**config.mk**
```make
export PLATFORM = sky130hd
export DESIGN_NAME = bus_hub_n_pl
export DESIGN_NICKNAME = d
export VERILOG_FILES = /design/src/rtl/bus_hub_pkg.sv /design/src/rtl/bus_prio_sel.sv /design/src/rtl/bus_hub_n_pl.sv
export SDC_FILE = /design/constraint.sdc
export NUM_CORES = 1
export LEC_CHECK = 0
export BUFFER_PORTS_ARGS = -buffer_cell sky130_fd_sc_hd__buf_2
export CAP_MARGIN = 20
export CORE_AREA = 2 2 163 165
export CTS_CLUSTER_DIAMETER = 150
export CTS_CLUSTER_SIZE = 25
export DETAILED_ROUTE_END_ITERATION = 10
export DIE_AREA = 0 0 165 167
export GPL_TIMING_DRIVEN = 0
export PLACE_DENSITY_LB_ADDON = 0.25
export SYNTH_ARGS = -nofsm -noshare
export SYNTH_HDL_FRONTEND = slang
export SYNTH_SLANG_ARGS = --single-unit
```
**constraint.sdc**
```tcl
create_clock -name clk -period 1.9 [get_ports clk]
set_input_delay 0.095 -clock clk [delete_from_list [all_inputs] [get_ports clk]]
set_output_delay 0.095 -clock clk [all_outputs]
set_load 0.005 [all_outputs]
```
**src/rtl/bus_hub_pkg.sv**
```systemverilog
// rtl/bus_hub_pkg.sv - shared types and constants for the N-device pipelined bus hub
package bus_hub_pkg;

    typedef enum logic [1:0] {
        IDLE   = 2'd0,
        DECODE = 2'd1,
        ACCESS = 2'd2,
        RESP   = 2'd3
    } state_t;

    typedef enum logic {
        OP_READ  = 1'b0,
        OP_WRITE = 1'b1
    } op_t;

    localparam logic [31:0] ERR_RDATA_DEFAULT = 32'hDEADBEEF;

endpackage

```
**src/rtl/bus_prio_sel.sv**
```systemverilog
// rtl/bus_prio_sel.sv - lowest-set-bit priority encoder (one-hot, index, any_set)
module bus_prio_sel #(
    parameter int N     = 3,
    parameter int IDX_W = (N > 1) ? $clog2(N) : 1
) (
    input  logic [N-1:0]     req,
    output logic [N-1:0]     onehot,
    output logic [IDX_W-1:0] index,
    output logic             any_set
);

    // Scan from the top down so the lowest set bit is the last one written.
    always_comb begin
        onehot  = '0;
        index   = '0;
        any_set = 1'b0;
        for (int i = N - 1; i >= 0; i--) begin
            if (req[i]) begin
                onehot    = '0;
                onehot[i] = 1'b1;
                index     = IDX_W'(i);
                any_set   = 1'b1;
            end
        end
    end

endmodule

```
**src/rtl/bus_hub_n_pl.sv**
```systemverilog
// rtl/bus_hub_n_pl.sv - registered-request, priority-decoded N-device bus hub with error responses
// Optional timeout counter enabled by defining BUS_HUB_TIMEOUT_EN.
module bus_hub_n_pl
    import bus_hub_pkg::*;
#(
    parameter int N_DEVICES      = 3,
    parameter int ADDR_W         = 32,
    parameter int DATA_W         = 32,
    parameter int TIMEOUT_CYCLES = 255,
    parameter logic [DATA_W-1:0] ERR_RDATA = DATA_W'(ERR_RDATA_DEFAULT),
    localparam int MASK_W = DATA_W / 8
) (
    input  logic                        clk,
    input  logic                        rst,
    input  logic [ADDR_W-1:0]           host_address,
    input  logic [DATA_W-1:0]           host_data_write,
    input  logic [MASK_W-1:0]           host_write_mask,
    input  logic                        host_wen,
    input  logic                        host_ren,
    output logic [DATA_W-1:0]           host_data_read,
    output logic                        host_ready,
    output logic                        host_error,
    output logic [N_DEVICES*ADDR_W-1:0] device_address,
    output logic [N_DEVICES*DATA_W-1:0] device_data_write,
    output logic [N_DEVICES*MASK_W-1:0] device_write_mask,
    output logic [N_DEVICES-1:0]        device_wen,
    output logic [N_DEVICES-1:0]        device_ren,
    input  logic [N_DEVICES-1:0]        device_ready,
    input  logic [N_DEVICES*DATA_W-1:0] device_data_read,
    input  logic [N_DEVICES-1:0]        device_active
);

    localparam int IDX_W = (N_DEVICES > 1) ? $clog2(N_DEVICES) : 1;

    if (TIMEOUT_CYCLES < 1) begin : g_bad_timeout
        $error("TIMEOUT_CYCLES must be >= 1");
    end

    state_t              state, state_n;
    op_t                 op_q;
    logic [ADDR_W-1:0]   addr_q;
    logic [DATA_W-1:0]   wdata_q;
    logic [MASK_W-1:0]   mask_q;
    logic [N_DEVICES-1:0] sel_oh_q;
    logic [IDX_W-1:0]    sel_idx_q;
    logic [DATA_W-1:0]   rdata_q;
    logic                err_q;

    logic [N_DEVICES-1:0] hit_oh;
    logic [IDX_W-1:0]    hit_idx;
    logic                hit_any;
    logic                sel_ready;
    logic [DATA_W-1:0]   sel_rdata;
    logic                timeout_hit;

    bus_prio_sel #(.N(N_DEVICES), .IDX_W(IDX_W)) u_prio (
        .req     (device_active),
        .onehot  (hit_oh),
        .index   (hit_idx),
        .any_set (hit_any)
    );

    // Only the latched device's ready/data are observed; other slices are ignored.
    always_comb begin
        sel_ready = 1'b0;
        sel_rdata = '0;
        for (int i = 0; i < N_DEVICES; i++) begin
            if (IDX_W'(i) == sel_idx_q) begin
                sel_ready = device_ready[i];
                sel_rdata = device_data_read[i*DATA_W +: DATA_W];
            end
        end
    end

`ifdef BUS_HUB_TIMEOUT_EN
    localparam int CNT_W = $clog2(TIMEOUT_CYCLES + 1);
    logic [CNT_W-1:0] cnt_q;

    assign timeout_hit = (cnt_q == CNT_W'(TIMEOUT_CYCLES - 1));

    always_ff @(posedge clk) begin
        if (rst) begin
            cnt_q <= '0;
        end else if (state == DECODE) begin
            cnt_q <= '0;
        end else if (state == ACCESS && !sel_ready && !timeout_hit &&
                     cnt_q != CNT_W'(TIMEOUT_CYCLES)) begin
            cnt_q <= cnt_q + 1'b1;
        end
    end
`else
    assign timeout_hit = 1'b0;
`endif

    always_ff @(posedge clk) begin
        if (rst) begin
            state <= IDLE;
        end else begin
            state <= state_n;
        end
    end

    always_comb begin
        state_n    = state;
        device_ren = '0;
        device_wen = '0;
        host_ready = 1'b0;
        host_error = 1'b0;
        case (state)
            IDLE:   if (host_ren || host_wen) state_n = DECODE;
            DECODE: state_n = hit_any ? ACCESS : RESP;
            ACCESS: begin
                if (op_q == OP_WRITE) device_wen = sel_oh_q;
                else                  device_ren = sel_oh_q;
                if (sel_ready || timeout_hit) state_n = RESP;
            end
            RESP: begin
                host_ready = 1'b1;
                host_error = err_q;
                state_n    = IDLE;
            end
            default: state_n = IDLE;
        endcase
    end

    always_ff @(posedge clk) begin
        if (rst) begin
            op_q      <= OP_READ;
            addr_q    <= '0;
            wdata_q   <= '0;
            mask_q    <= '0;
            sel_oh_q  <= '0;
            sel_idx_q <= '0;
            rdata_q   <= '0;
            err_q     <= 1'b0;
        end else begin
            case (state)
                IDLE: begin
                    if (host_ren || host_wen) begin
                        op_q    <= host_wen ? OP_WRITE : OP_READ;
                        addr_q  <= host_address;
                        wdata_q <= host_data_write;
                        mask_q  <= host_write_mask;
                        err_q   <= 1'b0;
                    end
                end
                DECODE: begin
                    if (hit_any) begin
                        sel_oh_q  <= hit_oh;
                        sel_idx_q <= hit_idx;
                    end else begin
                        err_q   <= 1'b1;
                        rdata_q <= (op_q == OP_READ) ? ERR_RDATA : '0;
                    end
                end
                ACCESS: begin
                    if (sel_ready) begin
                        rdata_q <= (op_q == OP_READ) ? sel_rdata : '0;
                    end else if (timeout_hit) begin
                        err_q   <= 1'b1;
                        rdata_q <= (op_q == OP_READ) ? ERR_RDATA : '0;
                    end
                end
                default: ;
            endcase
        end
    end

    assign host_data_read    = rdata_q;
    assign device_address    = {N_DEVICES{addr_q}};
    assign device_data_write = {N_DEVICES{wdata_q}};
    assign device_write_mask = {N_DEVICES{mask_q}};

endmodule

```
### Word-level counts from Yosys, hierarchy flattened

Index checks and enable logic that the tools add are counted.

| storage, ports and cells | value |
|---|---|
| register bits | 109 |
| word-level logic and storage cells | 61 |
| output and inout port bits | 244 |

| cells by class | value |
|---|---|
| reduce and logical (&&, ||, !) cells | 10 |
| eq/ne operators | 8 |
| muxes and demuxes | 34 |

Operators with widths:

| kind | number |
|---|---|
| $mux 32 | 7 |
| $pmux 32 s2 | 1 |
| $mux 3 | 7 |
| $mux 1 | 12 |
| $mux 2 | 5 |
| $pmux 2 s4 | 1 |
| $ne 2x2->1 const B | 3 |
| $reduce_and 2->1 | 3 |
| $reduce_and 3->1 | 2 |
| $eq 2x2->1 const B | 2 |
| $logic_not 2->1 | 2 |
| $reduce_bool 2->1 | 2 |
| $eq 1x2->1 const A | 1 |
| $eq 2x1->1 const B | 1 |
| $eq 2x2->1 const A | 1 |
| $pmux 1 s2 | 1 |
| $logic_or 1x1->1 | 1 |

### Logic depth before layout (Yosys ltp)

Gate-level depths: netlist of run 1.

| depth | value |
|---|---|
| word-level depth | 7 |
| mapped depth | 8 |
| gate-level depth less buffers | 6 |

### Modules after synthesis

Synthesis of run 1 repeated with hierarchy kept, for this count alone.

| unflattened totals | value |
|---|---|
| cells, all modules | 767 |
| area total of the unflattened synthesis | 6269.8 µm² |

Modules (own cells, without submodules):

| module | sequential area each (µm²) | cells an instance | area an instance (µm²) | instances |
|---|---|---|---|---|
| bus_hub_n_pl | 2182.1 | 761 | 6227.2 | 1 |
| bus_prio_sel | 0.0 | 6 | 42.5 | 1 |

### Worst setup path after synthesis of run 1

No wires, ideal clock.

| timing path | value |
|---|---|
| path kind | reg2reg |
| start point | register state[1] |
| end point | register rdata_q[14] (netlist: host_data_read[14]) |
| arrival | 1.424 ns |
| setup slack | 0.354 ns |
| path buffers | 1 |
| period minus slack after synthesis | 1.546 ns |
| cell stages (with the launch flop) | 8 |
| path through | dfxtp_1 inv_1 ha_1 nor4b_2 a21o_1 nand2_2 buf_6 mux2i_1 |

| between the ends | value |
|---|---|
| word-level cells in the longest chain between the ends | 3 |

RTL lines:

| what | line | text |
|---|---|---|
| start: declaration | bus_hub_n_pl.sv:39 | `state_t state, state_n;` |
| start signal: assignment | bus_hub_n_pl.sv:99 | `state <= state_n;` |
| $eq 2x1->1 or $eq 2x2->1 (tied branches) | bus_hub_n_pl.sv:137 | `case (state)` |
| $ne 2x2->1 (no source line) or $reduce_bool 2->1 (tied branches) | -- |  |
| $reduce_and 3->1 (no source line) | -- |  |
| end signal: assignment | bus_hub_n_pl.sv:153 | `rdata_q <= (op_q == OP_READ) ? ERR_RDATA : '0;` |
| end signal: assignment | bus_hub_n_pl.sv:158 | `rdata_q <= (op_q == OP_READ) ? sel_rdata : '0;` |
| end signal: assignment | bus_hub_n_pl.sv:161 | `rdata_q <= (op_q == OP_READ) ? ERR_RDATA : '0;` |
| end: declaration | bus_hub_n_pl.sv:46 | `logic [DATA_W-1:0] rdata_q;` |

Parallel ways exist; a longest one is shown, timed or not.
A chain may end at the register's enable or synchronous reset.

### Worst setup path after layout of run 1

| timing path | value |
|---|---|
| start point | register state[0] |
| end point | output device_wen[1] |

| between the ends | value |
|---|---|
| word-level cells in the longest chain between the ends | 2 |

RTL lines:

| what | line | text |
|---|---|---|
| $eq 2x2->1 | bus_hub_n_pl.sv:109 | `case (state)` |
| $mux 3 | bus_hub_n_pl.sv:109 |  |
| end: declaration | bus_hub_n_pl.sv:26 | `output logic [N_DEVICES-1:0] device_wen,` |

Every way passes these cells.

==> flow_summary.ini, run 1 <==
[grt]
grt_pass1_vias = 6111
grt_use_total = 0.1594
antenna_found_initial = 1
grt_pass1_wl_mm = 33.98
grt_max_degree = 21
grt-ovfl-total = 0

[layout]
areaGrowthSynthToFinish_pct = 59.68
final_cell_mix = buf_2 (422), nand2_1 (164), buf_4 (141), dfxtp_1 (106), a21oi_1 (75)
fin_util = 0.3688
multi_input_area_um2 = 2480
drive_above_1_share = 0.4851
fin_nets = 1413
finalNonFillerCells = 1575
nFillCells = 2762
seqCellArea_um2 = 2143
final_common_cell = buf_2
final_area_um2 = 9500

[detailed_routing]
first_pass_iters = 5
dr.first_iter.drc_count = 298
wl_per_cell_um = 14.40
vias_per_cell = 4.049
drcViolationCount = 0
drt_wl_total_mm = 22.68
vias = 6377
final_antenna_net_count = 0

[critical_path]
path_class = flop to output pin
setup.worst_path.end_class = output pin
required_ps = 1800
start_kind = flop
worst_ep_arrival_time_ps = 1680
cp_max_fo = 10

[timing]
rsz0062_at_grt = yes
max_freq_ghz = 0.5631
hold_ws_ps = 40.18
worst_pin_slew_ps = 658.8
period_needed_ps = 1776
slew_headroom = 0.5608
setup-tns-final_ps = 0
hold_violations = 0
finalSetupViolCount = 0
finClkSkew_ps = 17.22
report.final.slew_viol_count = 0
fin_crit_sh = 0.9346

[cts]
h-tree-depth = 3
clkTransAtPathRegs_ps = 80
cts_made_buffers = 9
cts_tree = yes
cts_root_buffer = clkbuf_16
clock-sinks = 107
clock_latency_ps = 360
cts.path.max_buffers = 2
postCtsSetupBuffers = 0

[yosys]
synth_cells = 739
ys_ff_latch = 107
yosys.area_share.simple = 0.1756
synth_top_family_by_area = buffers and inverters
synth_area_per_cell_um2 = 8.051
synth_compound_area_frac = 0.1167
yosysWarningCount = 0
synthXorXnorAreaFrac = 0
synth_mux_area_frac = 0.1094
synth_nets = 918
synthesis.area_um2 = 5949
yosysUniqueCellTypes = 32
yosys.area_share.adder = 0.01052
seq_area_frac_synth = 0.3600

[pwr]
ir_drop_uv = 403.5
leakage_uw = 0.005215
power_frac_seq = 0.314
power.density_nw_per_um2 = 1153
p_clk_frac = 0.188
swShare = 0.3819
combPwrFrac = 0.498
internal_power_uw = 6773
p_switching_uw = 4184

[placed_design]
gp_congestion = 0.8116
dpl_cell_area_um2 = 8451
place_inst = 1490
io_buffers = 416
dp_hpwl_mm = 18.02

[floorplanning]
die_area_um2 = 27560
coreArea_um2 = 25760
die_h_um = 167
die_w_um = 165
ios = 418
start_util = 0.2309
std_cell_rows = 59

[run]
cap_viol_max_count = 0

[status]
status = completed

[worst_hold_path]
min_path_type = input port to flop
-- what timing repair did --
action	in CTS	in global routing
endpoints found under the hold margin	68	0
resized for setup	11	17
hold buffers	68	0
endpoints found under the setup margin	70	81
-- cells in the mapped netlist --
cell      instances  share of area
o211ai_2          1         0.0021
buf_1             1        0.00063
a22oi_1           1         0.0013
nand3_1           1        0.00084
and2_1           12          0.013
o221ai_1         24          0.035
nor4b_2           1         0.0025
ha_1              5          0.011
a21o_1            2         0.0025
and2b_1           1         0.0013
dfxtp_1         107           0.36
mux2i_1          65           0.11
o21ai_0           9         0.0076
o21ai_1           1        0.00084
buf_2             6         0.0050
clkbuf_1         30          0.019
nand2_1         164           0.10
buf_6             5         0.0095
inv_2             1        0.00063
a21oi_1          75          0.063
nand3b_1          1         0.0013
nand2_2           1         0.0011
nor3_1            2         0.0017
and3_1            3         0.0032
o211ai_1          1         0.0013
inv_1            26          0.016
nand2b_1         34          0.036
nor2b_1           3         0.0032
a211oi_1          1         0.0013
a31o_1            1         0.0015
buf_4           140           0.18
nor2_1           14         0.0088
-- kinds of logic (layout without fill, tap and decap cells) --
kind of cell	after synthesis	in the layout
muxes	65	65
and+or+nand+nor	237	237
other	0	1
DFF	107	107
buffers and inverters	209	709
adders and majority gates	5	5
AOI/OAI and AO/OA	116	116
-- worst max-delay path: stages, from the launching register on --
cell and delay (ps):
dfxtp_2 350, inv_2 90, ha_2 220, buf_6 160
clkbuf_4 210, and3_1 180, buf_2 120
-- flip-flops by register name, indices dropped and copies added, names as in the netlist --
| register | cells |
|---|---|
| err_q | 1 |
| wdata_q | 32 |
| state | 2 |
| op_q | 1 |
| sel_oh_q | 3 |
| addr_q | 32 |
| host_data_read | 32 |
| mask_q | 4 |
-- worst paths after layout --
kind,startpoint,endpoint,slack (ps),depth (start not counted)
max,state[0],device_wen[1],120,6
min,host_data_write[1],wdata_q[1],40,3
max reg2reg,op_q,host_data_read[26],160,4
min reg2reg,host_data_read[2],host_data_read[2],480,2
-- power groups by stage --
stage	clock [uW]	sequential, uW	combinational, uW
global route	2230	3550	6080
floorplan	0	3380	3140
global placement	0	3480	5300
CTS	2160	3460	5510
finish	2060	3440	5450
detailed placement	0	3500	5320
-- area by class of cell --
| type | count | area share |
|---|---|---|
| repair buffers | 484 | 0.2908 |
| multi-input cells | 423 | 0.2610 |
| flip-flops and latches | 107 | 0.2256 |
| plain buffers | 182 | 0.1343 |
| well taps | 335 | 0.04412 |
| clock buffers | 9 | 0.02371 |
| inverters | 27 | 0.01067 |
| clock inverters | 7 | 0.009482 |
| diodes | 1 | 0.0002634 |
-- layer usage --
layer	global-route usage	share of wire	vias up
met5	0	0	-
met2	0.2817	0.50	230
met1	0.1977	0.43	2859
met4	0.04726	0.017	0
met3	0.02441	0.055	19
li1	-	-	3269
-- per-stage QoR --
step                      setup WS (ps)  total power [uW]
after global routing             -28.27             11860
after floorplan                   354.2              6525
after CTS                         8.978             11120
after detailed placement         -239.2              8827
after global placement           -210.3              8782
final                             124.2             10960
No activity file was read; power rests on OpenSTA's default activity.
==> run 2: changes to the inputs <==
--- a/config.mk
+++ b/config.mk
@@ -7,13 +7,14 @@
 export LEC_CHECK = 0
 export BUFFER_PORTS_ARGS = -buffer_cell sky130_fd_sc_hd__buf_2
 export CAP_MARGIN = 20
-export CORE_AREA = 2 2 163 165
+export CORE_AREA = 2 2 161 163
 export CTS_CLUSTER_DIAMETER = 150
 export CTS_CLUSTER_SIZE = 25
 export DETAILED_ROUTE_END_ITERATION = 10
-export DIE_AREA = 0 0 165 167
+export DIE_AREA = 0 0 163 165
 export GPL_TIMING_DRIVEN = 0
 export PLACE_DENSITY_LB_ADDON = 0.25
 export SYNTH_ARGS = -nofsm -noshare
 export SYNTH_HDL_FRONTEND = slang
+export SYNTH_HIERARCHICAL = 1
 export SYNTH_SLANG_ARGS = --single-unit
==> run 2 against run 1 <==
Net effect: via count rose by 7.2%; clock power fell by 2%; sequential power rose by 1%; count of clock-buffer cells in the layout rose by 2; synthesized area rose by 5.4%; cell count rose by 1.6%; critical endpoint is now host_data_read[5].
==> flow_summary.ini, run 2 <==
[status]
status = completed

[critical_path]
cp.depth = 9
worst_r2r_path_depth = 9
crit_family = buffers and inverters
crit_chain = inv_2, ha_1, buf_6, and2_1, buf_6, buf_8, a221oi_2, nand3_1, a21oi_2
setup.worst_path.end_class = flop
required_ps = 2190
path_common_cell = buf_6
start_kind = flop
cp_slowest_stage_delay_ps = 380
critical_path_buf_inv_count = 4
cp_max_fo = 10
path_class = flop to flop
worst_ep_arrival_time_ps = 2110
critPathSlowestCell = dfxtp_4

[timing]
slew_headroom = 0.4462
worst_pin_slew_ps = 830.7
finClkSkew_ps = 6.984
period_needed_ps = 1821
fin_crit_sh = 0.9583
hold_ws_ps = 35.36
report.final.slew_viol_count = 0
finalSetupViolCount = 0
hold_violations = 0
max_freq_ghz = 0.5492

[detailed_routing]
drt_wl_total_mm = 24.39
wl_per_cell_um = 15.25
first_pass_iters = 6
wl_met2_mm = 12.72
vias_per_cell = 4.271
vias = 6834
routed.top_layer = met4
wl_met3_mm = 1.452
dr.first_iter.drc_count = 263
final_antenna_net_count = 0
wl_met1_mm = 10.02
drcViolationCount = 0

[placed_design]
io_buffers = 416
gp_congestion = 0.7531
dpl_cell_area_um2 = 8765
dp_hpwl_mm = 19.11

[floorplanning]
die_area_um2 = 26900
die_h_um = 165
ios = 418
die_w_um = 163
coreArea_um2 = 25040
start_util = 0.2504
std_cell_rows = 58

[cts]
clock-sinks = 109
cts.path.max_buffers = 2
cts_root_buffer = clkbuf_16
cts_made_buffers = 9
cts_tree = yes
clkTransAtPathRegs_ps = 80
clock_latency_ps = 360
h-tree-depth = 3

[layout]
final_cell_mix = buf_2 (418), buf_4 (151), nand2_1 (147), dfxtp_1 (108), a21oi_1 (105)
final_common_cell = buf_2
diodes = 0
nFillCells = 2627
final_area_um2 = 9913
fin_nets = 1444
drive_above_1_share = 0.5126
areaGrowthSynthToFinish_pct = 58.11

[pwr]
power.density_nw_per_um2 = 1164
leakage_uw = 0.005072
swShare = 0.3876
p_clk_frac = 0.174
power_frac_seq = 0.303
combPwrFrac = 0.523
ir_drop_uv = 460.9
p_switching_uw = 4474
internal_power_uw = 7067

[grt]
grt_pass1_wl_mm = 34.95
grt-ovfl-total = 0
antenna_found_initial = 0
grt_max_degree = 19
grt_pass1_vias = 6311
grt_use_total = 0.1683

[yosys]
ys_top_cells_by_count = nand2_1 (147), buf_4 (143), dfxtp_1 (109)
ys_ff_latch = 109
synth_top_cell_by_area = dfxtp_1
synth_ff_type = dfxtp_1
yosysWarningCount = 6
synth_edf_count = 0
synthesis.area_um2 = 6270
async_reset_ff_frac = 0
synth.top_cell.area_share = 0.3480
synth_cells = 767
synth_nets = 946
synth_area_per_cell_um2 = 8.174
synth_area_leaders = dfxtp_1 (35%), buf_4 (17%), nand2_1 (8.8%)
seq_area_frac_synth = 0.3480
yosysMostFrequentCell = nand2_1
yosysUniqueCellTypes = 35

[worst_hold_path]
holdPathStages = 3
min_path_type = input port to flop

[run]
cap_viol_max_count = 0
[run 2: path summary, 6_finish.rpt]
check	start	endpoint	slack (ps)
worst max-delay path	state[0]	host_data_read[5]	80
worst min-delay path	host_address[18]	addr_q[18]	40
worst max register to register	state[0]	host_data_read[5]	80
worst min register to register	sel_oh_q[2]	sel_oh_q[2]	470
[run 2: power by group through the flow]
| stage | clock network (uW) | logic (uW) | registers (uW) |
|---|---|---|---|
| floorplan | 0 | 3410 | 3450 |
| global placement | 0 | 5660 | 3520 |
| detailed placement | 0 | 5670 | 3540 |
| CTS | 2090 | 5870 | 3500 |
| global route | 2170 | 6650 | 3590 |
| finish | 2010 | 6040 | 3490 |
[run 2: kinds of logic after synthesis]
group,after synthesis,share of synthesized area
fa+ha+maj,5,0.009978
flops,109,0.3480
mux,33,0.05268
buf+inv,202,0.2273
compound gates,180,0.1876
simple gates,238,0.1744
[run 2: final cells by class]
cell class | instances | area [um^2] | share of cell area
inverters | 3 | 11.26 | 0.001136
flip-flops and latches | 109 | 2186 | 0.2205
clock buffers | 11 | 242.7 | 0.02449
clock inverters | 5 | 65.06 | 0.006563
plain buffers | 198 | 1473 | 0.1486
repair buffers | 488 | 2793 | 0.2817
well taps | 330 | 412.9 | 0.04165
multi-input cells | 456 | 2730 | 0.2754
[run 2: routing by layer]
metal	vias up	GRT usage
li1	3454	-
met5	-	0
met3	12	0.03415
met1	3124	0.2015
met4	0	0.03298
met2	244	0.3112
[run 2: repair_timing]
item                                   in CTS  in global routing
setup buffers                               0                  5
pin swaps                                   0                  7
cloned                                      0                  0
hold buffers                               67                  0
endpoints found under the hold margin      67                  0
gates resized for setup                    16                 36
setup endpoints to repair                  94                 50
[run 2: metrics by stage]
stage,power [uW],instances,worst slack [ps],utilization,TNS (ps)
floorplan,6861,767,178.1,-,0
global placement,9175,1513,-209.9,0.3501,-6157
detailed placement,9206,1513,-179.3,0.3501,-5799
CTS,11450,1595,-85.88,0.3906,-162.9
global route,12410,1600,-13.40,0.3960,-39.62
finish,11540,1600,79.21,0.3960,0
[run 2: tightest hold or removal path: stages]
cell and delay [ps]:
buf_2 100, nand2_1 80, a21oi_1 70
